--- config.mk ---
export PLATFORM = sky130hd
export DESIGN_NAME = ivs_dma_rd_inf
export DESIGN_NICKNAME = d
export VERILOG_FILES = /design/src/rtl/ivs_dma_rd_inf.sv
export SDC_FILE = /design/constraint.sdc
export NUM_CORES = 1
export LEC_CHECK = 0
export CAP_MARGIN = 20
export CORE_AREA = 2 2 226 228
export DETAILED_ROUTE_END_ITERATION = 8
export DIE_AREA = 0 0 228 230
export PLACE_DENSITY = 0.47
export SLEW_MARGIN = 30
export SYNTH_ARGS = -nofsm -noshare
export SYNTH_HDL_FRONTEND = slang
export SYNTH_SLANG_ARGS = --single-unit
--- constraint.sdc ---
create_clock -name aclk -period 6.1 [get_ports aclk]
set_clock_uncertainty 0.2 [all_clocks]
set_input_delay 1.22 -clock aclk [delete_from_list [all_inputs] [get_ports aclk]]
set_output_delay 1.22 -clock aclk [all_outputs]
set_load 0.02 [all_outputs]
--- src/rtl/ivs_dma_rd_inf.sv ---
// ivs_dma_rd_inf: two-port DMA read master; splits each request into INCR bursts at
// MAX_BEATS and 4 KB boundaries. Define IVS_DMA_RD_RESP_CHK_EN to flag rresp errors.
`timescale 1ns/1ps
`ifndef BDWD
`define BDWD 128
`endif

module ivs_dma_rd_inf #(
  parameter int         MAX_BEATS = 16,
  parameter logic [3:0] ARID0     = 4'h0,
  parameter logic [3:0] ARID1     = 4'h1
) (
  input  logic             aclk,
  input  logic             arst,
  input  logic             arready,
  output logic             arvalid,
  output logic [3:0]       arid,
  output logic [31:0]      araddr,
  output logic [5:0]       arlen,
  output logic [2:0]       arsize,
  output logic [1:0]       arburst,
  input  logic             rvalid,
  output logic             rready,
  input  logic [3:0]       rid,
  input  logic [`BDWD-1:0] rdata,
  input  logic [1:0]       rresp,
  input  logic             rlast,
  input  logic             dr0_req,
  input  logic [31:0]      dr0_base,
  input  logic [31:0]      dr0_len,
  output logic             dr0_ack,
  input  logic             dr0_rrdy,
  output logic [`BDWD-1:0] dr0_rdata,
  output logic             dr0_valid,
  output logic             dr0_last,
  output logic             dr0_err,
  input  logic             dr1_req,
  input  logic [31:0]      dr1_base,
  input  logic [31:0]      dr1_len,
  output logic             dr1_ack,
  input  logic             dr1_rrdy,
  output logic [`BDWD-1:0] dr1_rdata,
  output logic             dr1_valid,
  output logic             dr1_last,
  output logic             dr1_err
);

  typedef enum logic [1:0] {
    ST_IDLE,
    ST_ADDR,
    ST_DATA,
    ST_DONE
  } state_t;

  state_t      state_q, state_d;
  logic        gnt_q, gnt_d;
  logic        last_gnt_q, last_gnt_d;
  logic [31:0] addr_q, addr_d;
  logic [27:0] rem_q, rem_d;
  logic [5:0]  arlen_q, arlen_d;
  logic [3:0]  arid_q;
  logic [6:0]  beats_cur;
  logic [6:0]  beats_nxt;
  logic        last_burst;
  logic        beat_hs;
  logic        unused_bits;

  // Beats of the next burst: bounded by what is left, MAX_BEATS and the 4 KB page end.
  function automatic logic [6:0] burst_len(input logic [31:0] a, input logic [27:0] rem);
    logic [12:0] room;
    logic [27:0] b;
    room = (13'd4096 - {1'b0, a[11:0]}) >> 4;
    b    = rem;
    if (b > 28'(MAX_BEATS)) b = 28'(MAX_BEATS);
    if (b > {15'd0, room})  b = {15'd0, room};
    return b[6:0];
  endfunction

  assign beats_cur  = {1'b0, arlen_q} + 7'd1;
  assign last_burst = (rem_q == {21'd0, beats_cur});
  assign beat_hs    = (state_q == ST_DATA) && rvalid && rready;

  always_comb begin
    state_d    = state_q;
    gnt_d      = gnt_q;
    last_gnt_d = last_gnt_q;
    addr_d     = addr_q;
    rem_d      = rem_q;
    case (state_q)
      ST_IDLE: begin
        if (dr0_req || dr1_req) begin
          gnt_d      = (dr0_req && dr1_req) ? ~last_gnt_q : dr1_req;
          last_gnt_d = gnt_d;
          addr_d     = gnt_d ? {dr1_base[31:4], 4'h0} : {dr0_base[31:4], 4'h0};
          rem_d      = gnt_d ? dr1_len[31:4] : dr0_len[31:4];
          state_d    = (rem_d == 28'd0) ? ST_DONE : ST_ADDR;
        end
      end
      ST_ADDR: begin
        if (arready) state_d = ST_DATA;
      end
      ST_DATA: begin
        if (beat_hs && rlast) begin
          rem_d   = rem_q - {21'd0, beats_cur};
          addr_d  = addr_q + {21'd0, beats_cur, 4'h0};
          state_d = (rem_d == 28'd0) ? ST_DONE : ST_ADDR;
        end
      end
      default: state_d = ST_IDLE;
    endcase
    beats_nxt = burst_len(addr_d, rem_d);
    arlen_d   = beats_nxt[5:0] - 6'd1;
  end

  always_ff @(posedge aclk or posedge arst) begin
    if (arst) begin
      state_q    <= ST_IDLE;
      gnt_q      <= 1'b0;
      last_gnt_q <= 1'b1;
      addr_q     <= 32'd0;
      rem_q      <= 28'd0;
      arlen_q    <= 6'd0;
      arid_q     <= 4'h0;
    end else begin
      state_q    <= state_d;
      gnt_q      <= gnt_d;
      last_gnt_q <= last_gnt_d;
      addr_q     <= addr_d;
      rem_q      <= rem_d;
      // Burst fields are frozen on entry to ADDR so they hold while arready is low.
      if (state_d == ST_ADDR) begin
        arlen_q <= arlen_d;
        arid_q  <= gnt_d ? ARID1 : ARID0;
      end
    end
  end

  assign arvalid = (state_q == ST_ADDR);
  assign araddr  = addr_q;
  assign arlen   = arlen_q;
  assign arid    = arid_q;
  assign arsize  = 3'b100;
  assign arburst = 2'b01;

  // Read data is a pure pass-through; backpressure goes straight to the bus.
  assign rready    = (state_q == ST_DATA) && (gnt_q ? dr1_rrdy : dr0_rrdy);
  assign dr0_rdata = rdata;
  assign dr1_rdata = rdata;
  assign dr0_valid = (state_q == ST_DATA) && !gnt_q && rvalid;
  assign dr1_valid = (state_q == ST_DATA) && gnt_q && rvalid;
  assign dr0_last  = dr0_valid && rlast && last_burst;
  assign dr1_last  = dr1_valid && rlast && last_burst;
  assign dr0_ack   = (state_q == ST_DONE) && !gnt_q;
  assign dr1_ack   = (state_q == ST_DONE) && gnt_q;

`ifdef IVS_DMA_RD_RESP_CHK_EN
  logic err_q;

  always_ff @(posedge aclk or posedge arst) begin
    if (arst)                            err_q <= 1'b0;
    else if (state_q == ST_IDLE)         err_q <= 1'b0;
    else if (beat_hs && rresp != 2'b00)  err_q <= 1'b1;
  end

  assign dr0_err     = dr0_ack && err_q;
  assign dr1_err     = dr1_ack && err_q;
  assign unused_bits = ^{rid, dr0_base[3:0], dr0_len[3:0], dr1_base[3:0], dr1_len[3:0]};
`else
  assign dr0_err     = 1'b0;
  assign dr1_err     = 1'b0;
  assign unused_bits = ^{rid, rresp, dr0_base[3:0], dr0_len[3:0], dr1_base[3:0], dr1_len[3:0]};
`endif

endmodule
After elaboration in Yosys (flattened, before gate mapping)
Index checks and enable logic that the tools add are counted.

word-level totals
  bits in registers = 74
  bits of input ports = 271
  output and inout port bits = 313
  logic and storage cells = 67

operators by class
  add/sub/neg operators = 5
  order comparisons = 2
  equality and inequality tests = 7
  muxes and demuxes = 21
  bitwise logic cells = 1
  reductions and logical operators = 23

operators by type and width
  operator                                                        count
  two-way mux 28 bit                                              4
  two-way mux 32 bit                                              3
  case mux 32 bit (2 select lines)                                1
  logical NOT 28 bit                                              2
  case mux 28 bit (2 select lines)                                1
  adder 32 x 11 -> 32 bit                                         1
  == test 28 x 7 -> 1 bit                                         1
  greater-than comparator 28 x 5 -> 1 bit, second input constant  1
  greater-than comparator 28 x 9 -> 1 bit                         1
  subtractor 28 x 7 -> 28 bit                                     1
  logical AND 1 bit                                               15
  subtractor 13 x 12 -> 13 bit, first input constant              1
  two-way mux 2 bit                                               5
  adder 6 x 1 -> 7 bit, second input constant                     1
  two-way mux 6 bit                                               1
  case mux 2 bit (3 select lines)                                 1
  subtractor 6 x 1 -> 6 bit, second input constant                1
  two-way mux 1 bit                                               5
  == test 2 x 1 -> 1 bit, second input constant                   2
  == test 2 bit, second input constant                            2
  AND reduction 3 bit                                             1
  logical NOT 2 bit                                               1
  != test 2 x 1 -> 1 bit, second input constant                   1
  != test 2 bit, second input constant                            1
  5 further kinds                                                 5

Logic depth before layout (Yosys ltp)
Gate-level depths: netlist (run 1).

  word-level depth = 11
  depth in mapped cells = 28
  depth with buffers taken out = 27

Least setup slack after synthesis (run 1)
Ideal clock, no wire load.

  kind = register to register
  start point = register arlen_q[2], in the netlist arlen[2]
  end point = register arlen_q[5], in the netlist arlen[5]
  setup time = 0.070 ns
  arrival time = 6.066 ns
  required time = 5.830 ns
  setup slack = -0.237 ns
  cell stages (with the launch flop) = 26
  path buffers = 1
  path through = dfrtp_1 and3_1 and3_1 xor2_1 inv_1 ha_1 clkbuf_1 a311oi_1 nand3_1 o211ai_1 nand3_1 or4_1 or4_4 or3_4 nand2b_1 ha_1 nand2b_1 a21oi_1 o21ai_0 a21oi_1 inv_1 or3_1 or3_1 a21oi_1 a41oi_1 nand3_1

between the ends
  cells in the longest elaborated chain, start to end = 9

RTL lines
  item                                     line  RTL
  from (decl)                              60    logic [5:0] arlen_q, arlen_d;
  from (signal assigned)                   132   arlen_q <= arlen_d;
  adder 6 x 1 -> 7 bit (*)                 79    assign beats_cur = {1'b0, arlen_q} + 7'd1;
  subtractor 28 x 7 -> 28 bit (*)          104   rem_d = rem_q - {21'd0, beats_cur};
  two-way mux 28 bit (*)                   103   if (beat_hs && rlast) begin
  case mux 28 bit (2 select lines) (*)     89    case (state_q)
  named net rem_d[24]                      59    logic [27:0] rem_q, rem_d;
  greater-than comparator 28 x 5 -> 1 bit  74    if (b > 28'(MAX_BEATS)) b = 28'(MAX_BEATS);
  two-way mux 28 bit (*)                   74
  greater-than comparator 28 x 9 -> 1 bit  75    if (b > {15'd0, room}) b = {15'd0, room};
  two-way mux 6 bit (*)                    75
  subtractor 6 x 1 -> 6 bit (*)            112   arlen_d = beats_nxt[5:0] - 6'd1;

Mark *: on every way through the listed nets, which the timed path passes. The rest lies on a longest branch. The select of a mux whose other input is x is not followed.
A chain may end at the register's enable or synchronous reset.

Final worst setup path (run 1)
  start point = input dr0_req
  end point = register arlen_q[5], in the netlist arlen[5]

between the ends
  cells in the longest elaborated chain, start to end = 10

RTL lines
  item                                     line  RTL
  from (decl)                              28    input logic dr0_req,
  logical AND 1 bit                        92    gnt_d = (dr0_req && dr1_req) ? ~last_gnt_q : dr1_req;
  two-way mux 1 bit                        92
  two-way mux 28 bit                       95    rem_d = gnt_d ? dr1_len[31:4] : dr0_len[31:4];
  two-way mux 28 bit (*)                   91    if (dr0_req || dr1_req) begin
  case mux 28 bit (2 select lines) (*)     89
  named net rem_d[7]                       59
  greater-than comparator 28 x 5 -> 1 bit  74
  two-way mux 28 bit (*)                   74
  greater-than comparator 28 x 9 -> 1 bit  75
  two-way mux 6 bit (*)                    75
  subtractor 6 x 1 -> 6 bit (*)            112

Marked as above.

==> results.sh, run 1 <==
export IMPL_outcome="finished with violations"
export IMPL_violations="negative setup slack"
export IMPL_cts_root_buffer="clkbuf_16"
export IMPL_ys_seq_area_share_pct=20.8
export IMPL_grt_use_total_pct=15.3
export IMPL_worst_pin_slew_ns=0.794
export IMPL_dr_total_vias=8701
export IMPL_htreeDepth=3
export IMPL_synthDistinctLibCells=74
export IMPL_ant_nets=0
export IMPL_crit_path_top_delay_cell="clkdlybuf4s50_1"
export IMPL_path_cells="clkdlybuf4s50_1, buf_6, a21bo_4, buf_12, mux2i_4, nand2_1, a32o_1, or2_2, nor4_2, nand4_1, or2_4, a21o_1, nor2_1, ha_2, o21ai_2, a21oi_2, o21ai_1, a21oi_2, inv_2, or3_4, or3_4, a21oi_2, a41oi_2, nand3_1"
export IMPL_clock_latency_ns=0.36
export IMPL_drv_cap=0
export IMPL_synth_top_cell_by_area="buf_4"
export IMPL_synth_edf_count=0
export IMPL_worst_ep_arrival_time_ns=6.26
export IMPL_ys_async_sr_fraction_pct=100
export IMPL_relSlewSlack_pct=46.5
export IMPL_avgSynthCellArea_um2=7.73
export IMPL_holdCritStartpoint="arid[0]$_DFFE_PP0N_"
export IMPL_nets=1515
export IMPL_grt_pass1_wl_um=60000
export IMPL_worstSetupStartpointType="input pin"
export IMPL_cts_buffers=9
export IMPL_wirelength_um=41500
export IMPL_grt_max_degree=42
export IMPL_critPathKind="input pin to flop"
export IMPL_power_density_mw_per_mm2=571
export IMPL_initial_core_util_pct=17.2
export IMPL_fin_crit_ns=6.16
export IMPL_clock_sinks=71
export IMPL_synthCells=1107
export IMPL_clkTransAtPathRegs_ns=0.06
export IMPL_grt_pass1_vias=8682
export IMPL_r2r_cells=27
export IMPL_dr_pass1_iters=6
export IMPL_grt_remaining_overflow=0
export IMPL_path_common_cell="a21oi_2"
export IMPL_drive_above_1_share_pct=29.1
export IMPL_drt_iter0_markers=818
export IMPL_leakagePower_nw=4.79
export IMPL_crit_path_end_kind="flop"
export IMPL_die_y_um=230
export IMPL_crit_required_ns=6.20
export IMPL_max_freq_mhz=162
export IMPL_fillers=5519
export IMPL_wl_per_cell_um=21.9
export IMPL_fp_dieW_um=228
export IMPL_placement_cell_area_mm2=0.0103
export IMPL_hp_class="flop to flop"
export IMPL_synth_area_mm2=0.00855
export IMPL_setup_viol=1
export IMPL_min_to="arid[0]$_DFFE_PP0N_"
export IMPL_io_buffers=167
export IMPL_cp_top_family="simple AND/OR/NAND/NOR gates"
export IMPL_ys_warn_count=0
export IMPL_die_area_mm2=0.0524
export IMPL_post_drt_via_cell_ratio=4.59
export IMPL_setup_slack_ns=-0.0627
export IMPL_rr_startpoint="arlen[1]$_DFFE_PP0N_"
export IMPL_antenna_found_initial=0
export IMPL_core_area_mm2=0.0499
export IMPL_crit_buf_inv=4
export IMPL_rsz0062_at_grt="true"
export IMPL_synthTopCellsByArea="buf_4 23%, dfrtp_1 20%, nand2_1 4.3%"
export IMPL_num_rows=82
export IMPL_slowest_delay_ns=0.47
export IMPL_drc=0
export IMPL_gp_congestion=0.953
export IMPL_r2r_end="arlen[5]$_DFFE_PP0N_"
export IMPL_hold_viol=0
export IMPL_syn_to_final_growth_pct=35.1
export IMPL_stdcell_area_mm2=0.0116
export IMPL_yosys_area_top_type_share_pct=23.3
export IMPL_crit_path_max_fanout=6
export IMPL_clock_path_buffers=2
export IMPL_synth_seq_cells=71
export IMPL_io_pins=584
export IMPL_min_period_over_period_pct=101
export IMPL_hold_depth=2
export IMPL_r2r_slack_ns=-0.02
export IMPL_fin_util_pct=23.2
export IMPL_synthFlopType="dfrtp_1"
export IMPL_cts_tree="yes"
export IMPL_hpwl_um=33700
export IMPL_slew_violations=0
export IMPL_vdd_ir_drop_max_v=0.000197
-- cell usage after synthesis, types with 8 or more instances --
master / number
nor3_1: 25
buf_4: 266
o211ai_1: 10
dfrtp_1: 70
o221ai_1: 8
a21oi_1: 50
a21o_1: 15
nand3_1: 30
or3_1: 15
or4_1: 20
a221o_1: 13
nand2_1: 98
xnor2_1: 17
and2_1: 9
mux2i_1: 19
nor2_1: 61
inv_1: 40
o21ai_0: 36
o22ai_1: 13
xor2_1: 13
nor4_1: 23
a211oi_1: 8
a31oi_1: 12
clkbuf_1: 35
nand4_1: 18
ha_1: 25
nand2b_1: 9
and3_1: 15
-- worst max path at each step --
stage | start | to | slack, ns | cells after the start
2_1_floorplan | dr1_req | arlen[5]$_DFFE_PP0N_ | 0.002 | 23
3_5_place_dp | dr0_req | arlen[5]$_DFFE_PP0N_ | -0.72 | 24
6_report | dr0_req | arlen[5]$_DFFE_PP0N_ | -0.06 | 24
4_1_cts | arlen[2]$_DFFE_PP0N_ | arlen[5]$_DFFE_PP0N_ | -0.06 | 27
3_3_place_gp | dr0_req | arlen[5]$_DFFE_PP0N_ | -0.75 | 25
5_1_grt | arlen[0]$_DFFE_PP0N_ | arlen[5]$_DFFE_PP0N_ | -0.19 | 28
-- cell type report --
type                            instances  area [um^2]  area share [%]
Clock buffer                           12          256            2.22
Sequential cell                        71         1780            15.4
Clock inverter                          4         77.6           0.671
Inverter                               40          150            1.30
Multi-Input combinational cell        697         4960            43.0
Timing Repair Buffer                  398         3480            30.1
Tap cell                              672          841            7.28
Antenna cell                            1         2.50          0.0217
-- registers in the layout, summed over array words and instances (netlist names) --
register / cells
state_q: 2
last_gnt_q: 1
arlen: 6
gnt_q: 1
rem_q: 28
araddr: 32
arid: 1
-- placed cells by master (no fill, tap or decap), types with 6 or more instances in the layout --
master / netlist / layout
nor3_1: 25 / 21
nand2_1: 98 / 96
a31oi_1: 12 / 10
a21o_1: 15 / 14
buf_4: 266 / 219
xor2_1: 13 / 11
a221oi_1: 6 / 6
clkdlybuf4s50_1: 0 / 163
or3_1: 15 / 12
mux2i_1: 19 / 18
a211o_1: 6 / 6
clkbuf_16: 0 / 9
xnor2_1: 17 / 14
ha_4: 0 / 7
o22ai_1: 13 / 12
o21ai_0: 36 / 33
nand4_1: 18 / 18
a211oi_1: 8 / 7
o211ai_1: 10 / 10
conb_1: 2 / 14
ha_1: 25 / 16
and2_1: 9 / 8
nor2b_1: 7 / 6
dfrtp_1: 70 / 67
o221a_2: 6 / 6
or4_1: 20 / 18
nand3b_1: 6 / 6
a21oi_2: 0 / 8
o221ai_1: 8 / 8
nand2b_1: 9 / 6
buf_6: 0 / 9
nor4_1: 23 / 18
or2_2: 7 / 6
and3_1: 15 / 13
a21oi_1: 50 / 42
nor2_1: 61 / 56
and4_1: 6 / 6
nand3_1: 30 / 26
a221o_1: 13 / 13
inv_1: 40 / 35
-- tightest hold or removal path: stages, from the launching register on --
cell     delay (ns)
dfrtp_1        0.35
nand2_1        0.05
nand2_1        0.06
-- power breakdown --
group          internal, W  total, W  switching (W)  leakage (nW)
Combinational      0.00241   0.00494        0.00253          3.76
Clock             0.000383  0.000631       0.000248         0.163
Sequential        0.000696   0.00103       0.000333         0.861
-- through the flow --
stage | setup TNS [ns] | total power, W | hold WS, ns | std cells | setup slack [ns]
after floorplan | 0 | 0.00331 | 0.294 | 1119 | 0.00192
after global placement | -3.34 | 0.00518 | 0.270 | 1828 | -0.752
after detailed placement | -3.20 | 0.00517 | 0.271 | 1828 | -0.717
after CTS | -0.0617 | 0.00631 | 0.293 | 1889 | -0.0617
after global routing | -0.336 | 0.00703 | 0.320 | 1894 | -0.186
final | -0.0627 | 0.00660 | 0.293 | 1895 | -0.0627
-- kinds of logic after synthesis --
family / Yosys count / share of synthesized area [%]
flip-flops: 71 / 20.8
AND/OR/NAND/NOR: 367 / 22.6
adder cells (fa/ha/maj): 27 / 4.13
multiplexers: 25 / 3.01
AO/OA/AOI/OAI: 234 / 19.2
XOR/XNOR: 30 / 3.07
other: 2 / 0.0878
buffers and inverters: 351 / 27.1
-- what timing repair did --
item / 4_1_cts / 5_1_grt
buffers inserted: 45 / 8
hold buffers: 0 / 0
pin swaps: 31 / 33
gates resized for setup: 48 / 52
setup endpoints to repair: 6 / 6
cloned: 0 / 0
-- per-layer routing --
layer | global-route usage, % | vias to the layer above | wire [um]
li1 | - | 3938 | -
met1 | 20.4 | 4163 | 17800
met2 | 23.7 | 505 | 18600
met3 | 4.55 | 95 | 4100
met4 | 4.51 | 0 | 987
met5 | 0.276 | - | 0
Note: power is estimated with default switching activity, not from simulation.
==> run 2: changes to the inputs <==
CTS_CLUSTER_DIAMETER = 50   (was unset)
==> results of run 2 <==
Final layout, timing and power as in run 1 (identical DEF).
==> run 3: changes to the inputs <==
CORE_AREA = 2 2 227 229   (was 2 2 226 228)
CTS_BUF_LIST = sky130_fd_sc_hd__clkbuf_8   (was unset)
CTS_CLUSTER_SIZE = 40   (was unset)
DIE_AREA = 0 0 229 231   (was 0 0 228 230)
PLACE_DENSITY = 0.46   (was 0.47)
clock period = 6.7 ns   (was 6.1 ns; I/O delays follow)
==> results.sh, run 3 (synthesized netlist as in run 1, its figures left out) <==
export IMPL_outcome="complete, no violations"
export IMPL_dr_pass1_iters=5
export IMPL_syn_to_final_growth_pct=21.0
export IMPL_wl_per_cell_um=23.0
export IMPL_setup_slack_ns=0.194
export IMPL_power_total_w=0.00500
export IMPL_clock_sinks=71
export IMPL_gp_congestion=0.944
export IMPL_hp_class="flop to flop"
export IMPL_grt_pass1_vias=8213
export IMPL_clkTransAtPathRegs_ns=0.09
export IMPL_io_buffers=167
export IMPL_grt_pass1_wl_um=59000
export IMPL_fp_dieW_um=229
export IMPL_grt_remaining_overflow=0
export IMPL_crit_path_top_delay_cell="or4_4"
export IMPL_holdCritStartpoint="arid[0]$_DFFE_PP0N_"
export IMPL_r2r_slack_ns=0.26
export IMPL_multiInputGateArea_mm2=0.00461
export IMPL_leakagePower_nw=4.21
export IMPL_num_rows=83
export IMPL_drv_cap=0
export IMPL_htreeDepth=3
export IMPL_place_ws_ns=-0.461
export IMPL_drive_above_1_share_pct=18.3
export IMPL_cts_buffers=9
export IMPL_die_area_mm2=0.0529
export IMPL_tns_ns=0
export IMPL_r2r_end="arlen[5]$_DFFE_PP0N_"
export IMPL_crit_required_ns=6.85
export IMPL_layout_commonest_cell="clkdlybuf4s50_1"
export IMPL_largest_register_ffs=32
export IMPL_ff_latch_area_mm2=0.00178
export IMPL_path_cells="clkdlybuf4s50_1, mux2_2, o2111a_1, nand2_1, buf_4, o211ai_1, and3b_1, or4_1, or4_4, or3_4, nand2b_1, ha_1, nand2b_1, a21oi_1, o21ai_0, a21oi_2, inv_1, or3_1, or3_1, a21oi_1, a41oi_1, nand3_1"
export IMPL_grt_max_degree=55
export IMPL_worst_pin_slew_ns=0.927
export IMPL_fillers=5756
export IMPL_worstSetupStartpointType="input pin"
export IMPL_post_drt_via_cell_ratio=4.62
export IMPL_hold_viol=0
export IMPL_r2r_cells=27
export IMPL_vdd_ir_drop_max_v=0.000172
export IMPL_wirelength_um=41700
export IMPL_antenna_found_initial=0
export IMPL_worst_ep_arrival_time_ns=6.65
export IMPL_clock_latency_ns=0.41
export IMPL_critPathKind="input pin to flop"
export IMPL_ant_nets=0
export IMPL_grt_use_total_pct=15.2
export IMPL_io_pins=584
export IMPL_diodes=0
export IMPL_rr_startpoint="arlen[3]$_DFFE_PP0N_"
export IMPL_cts_hold_buf=0
export IMPL_crit_path_max_fanout=5
export IMPL_slew_violations=0
export IMPL_stdcell_area_mm2=0.0104
export IMPL_most_common_layout_cells="165 x clkdlybuf4s50_1, 143 x buf_4, 97 x nand2_1"
export IMPL_power_density_mw_per_mm2=483
export IMPL_max_freq_mhz=154
export IMPL_hold_depth=2
export IMPL_min_to="arid[0]$_DFFE_PP0N_"
export IMPL_core_area_mm2=0.0507
export IMPL_min_period_over_period_pct=97.1
export IMPL_placement_cell_area_mm2=0.0100
export IMPL_crit_path_end_kind="flop"
export IMPL_drt_iter0_markers=859
export IMPL_initial_core_util_pct=16.9
export IMPL_die_y_um=231
export IMPL_relSlewSlack_pct=37.7
export IMPL_drc=0
export IMPL_cts_root_buffer="clkbuf_8"
export IMPL_dr_total_vias=8390
export IMPL_nets=1428
export IMPL_setup_viol=0
export IMPL_fin_crit_ns=6.51
export IMPL_cts_tree="yes"
export IMPL_clock_path_buffers=2
export IMPL_slowest_delay_ns=0.62
export IMPL_hpwl_um=33900
==> run 3: cell type report <==
cell class	count	area share, %
multi-input cells	697	44.6
repair buffers	311	26.8
flip-flops and latches	71	17.2
well taps	680	8.22
inverters	40	1.45
clock buffers	9	1.20
clock inverters	7	0.629
==> run 3: worst max-delay path, delay by kind of cell <==
family	cells	cell delay [ns]
muxes	1	0.34
AOI/OAI and AO/OA	7	1.03
adders and majority gates	1	0.18
and+or+nand+nor	10	3.00
buffers and inverters	3	0.75
==> run 3: repair_timing <==
action | 4_1_cts | 5_1_grt
pin swaps | 0 | 4
buffers inserted | 0 | 1
setup endpoints to repair | 2 | 3
gates resized for setup | 1 | 23
==> run 3: metrics by stage <==
step,std cells,hold WS (ns),utilization [%]
after global placement,1798,0.264,19.8
final,1815,0.287,20.4
after floorplan,1119,0.294,-
after CTS,1814,0.293,20.2
after global routing,1815,0.343,20.4
after detailed placement,1798,0.267,19.8
==> run 3: worst max-delay path by stage <==
stage / startpoint / end / slack (ns) / cells after the start
2_1_floorplan: arlen[2]$_DFFE_PP0N_ / arlen[5]$_DFFE_PP0N_ / 0.36 / 25
3_3_place_gp: rvalid / arlen[5]$_DFFE_PP0N_ / -0.44 / 25
3_5_place_dp: rvalid / arlen[5]$_DFFE_PP0N_ / -0.46 / 25
4_1_cts: rvalid / arlen[5]$_DFFE_PP0N_ / 0.1 / 24
5_1_grt: arlen[3]$_DFFE_PP0N_ / arlen[4]$_DFFE_PP0N_ / -0.01 / 27
6_report: dr1_rrdy / arlen[5]$_DFFE_PP0N_ / 0.19 / 22
==> run 3: report_power, final <==
| group | total, W | internal, W | switching (W) |
|---|---|---|---|
| Sequential | 0.000931 | 0.000631 | 0.000300 |
| Clock | 0.000383 | 0.000170 | 0.000213 |
| Combinational | 0.00369 | 0.00163 | 0.00206 |
| Total | 0.00500 | 0.00243 | 0.00257 |
==> run 3: routing by layer <==
metal	wire [um]	track usage (%)	vias up
met2	18200	23.0	458
met3	4100	5.21	96
met5	0	0.643	-
met1	18200	20.0	4077
li1	-	-	3759
met4	1160	5.19	0
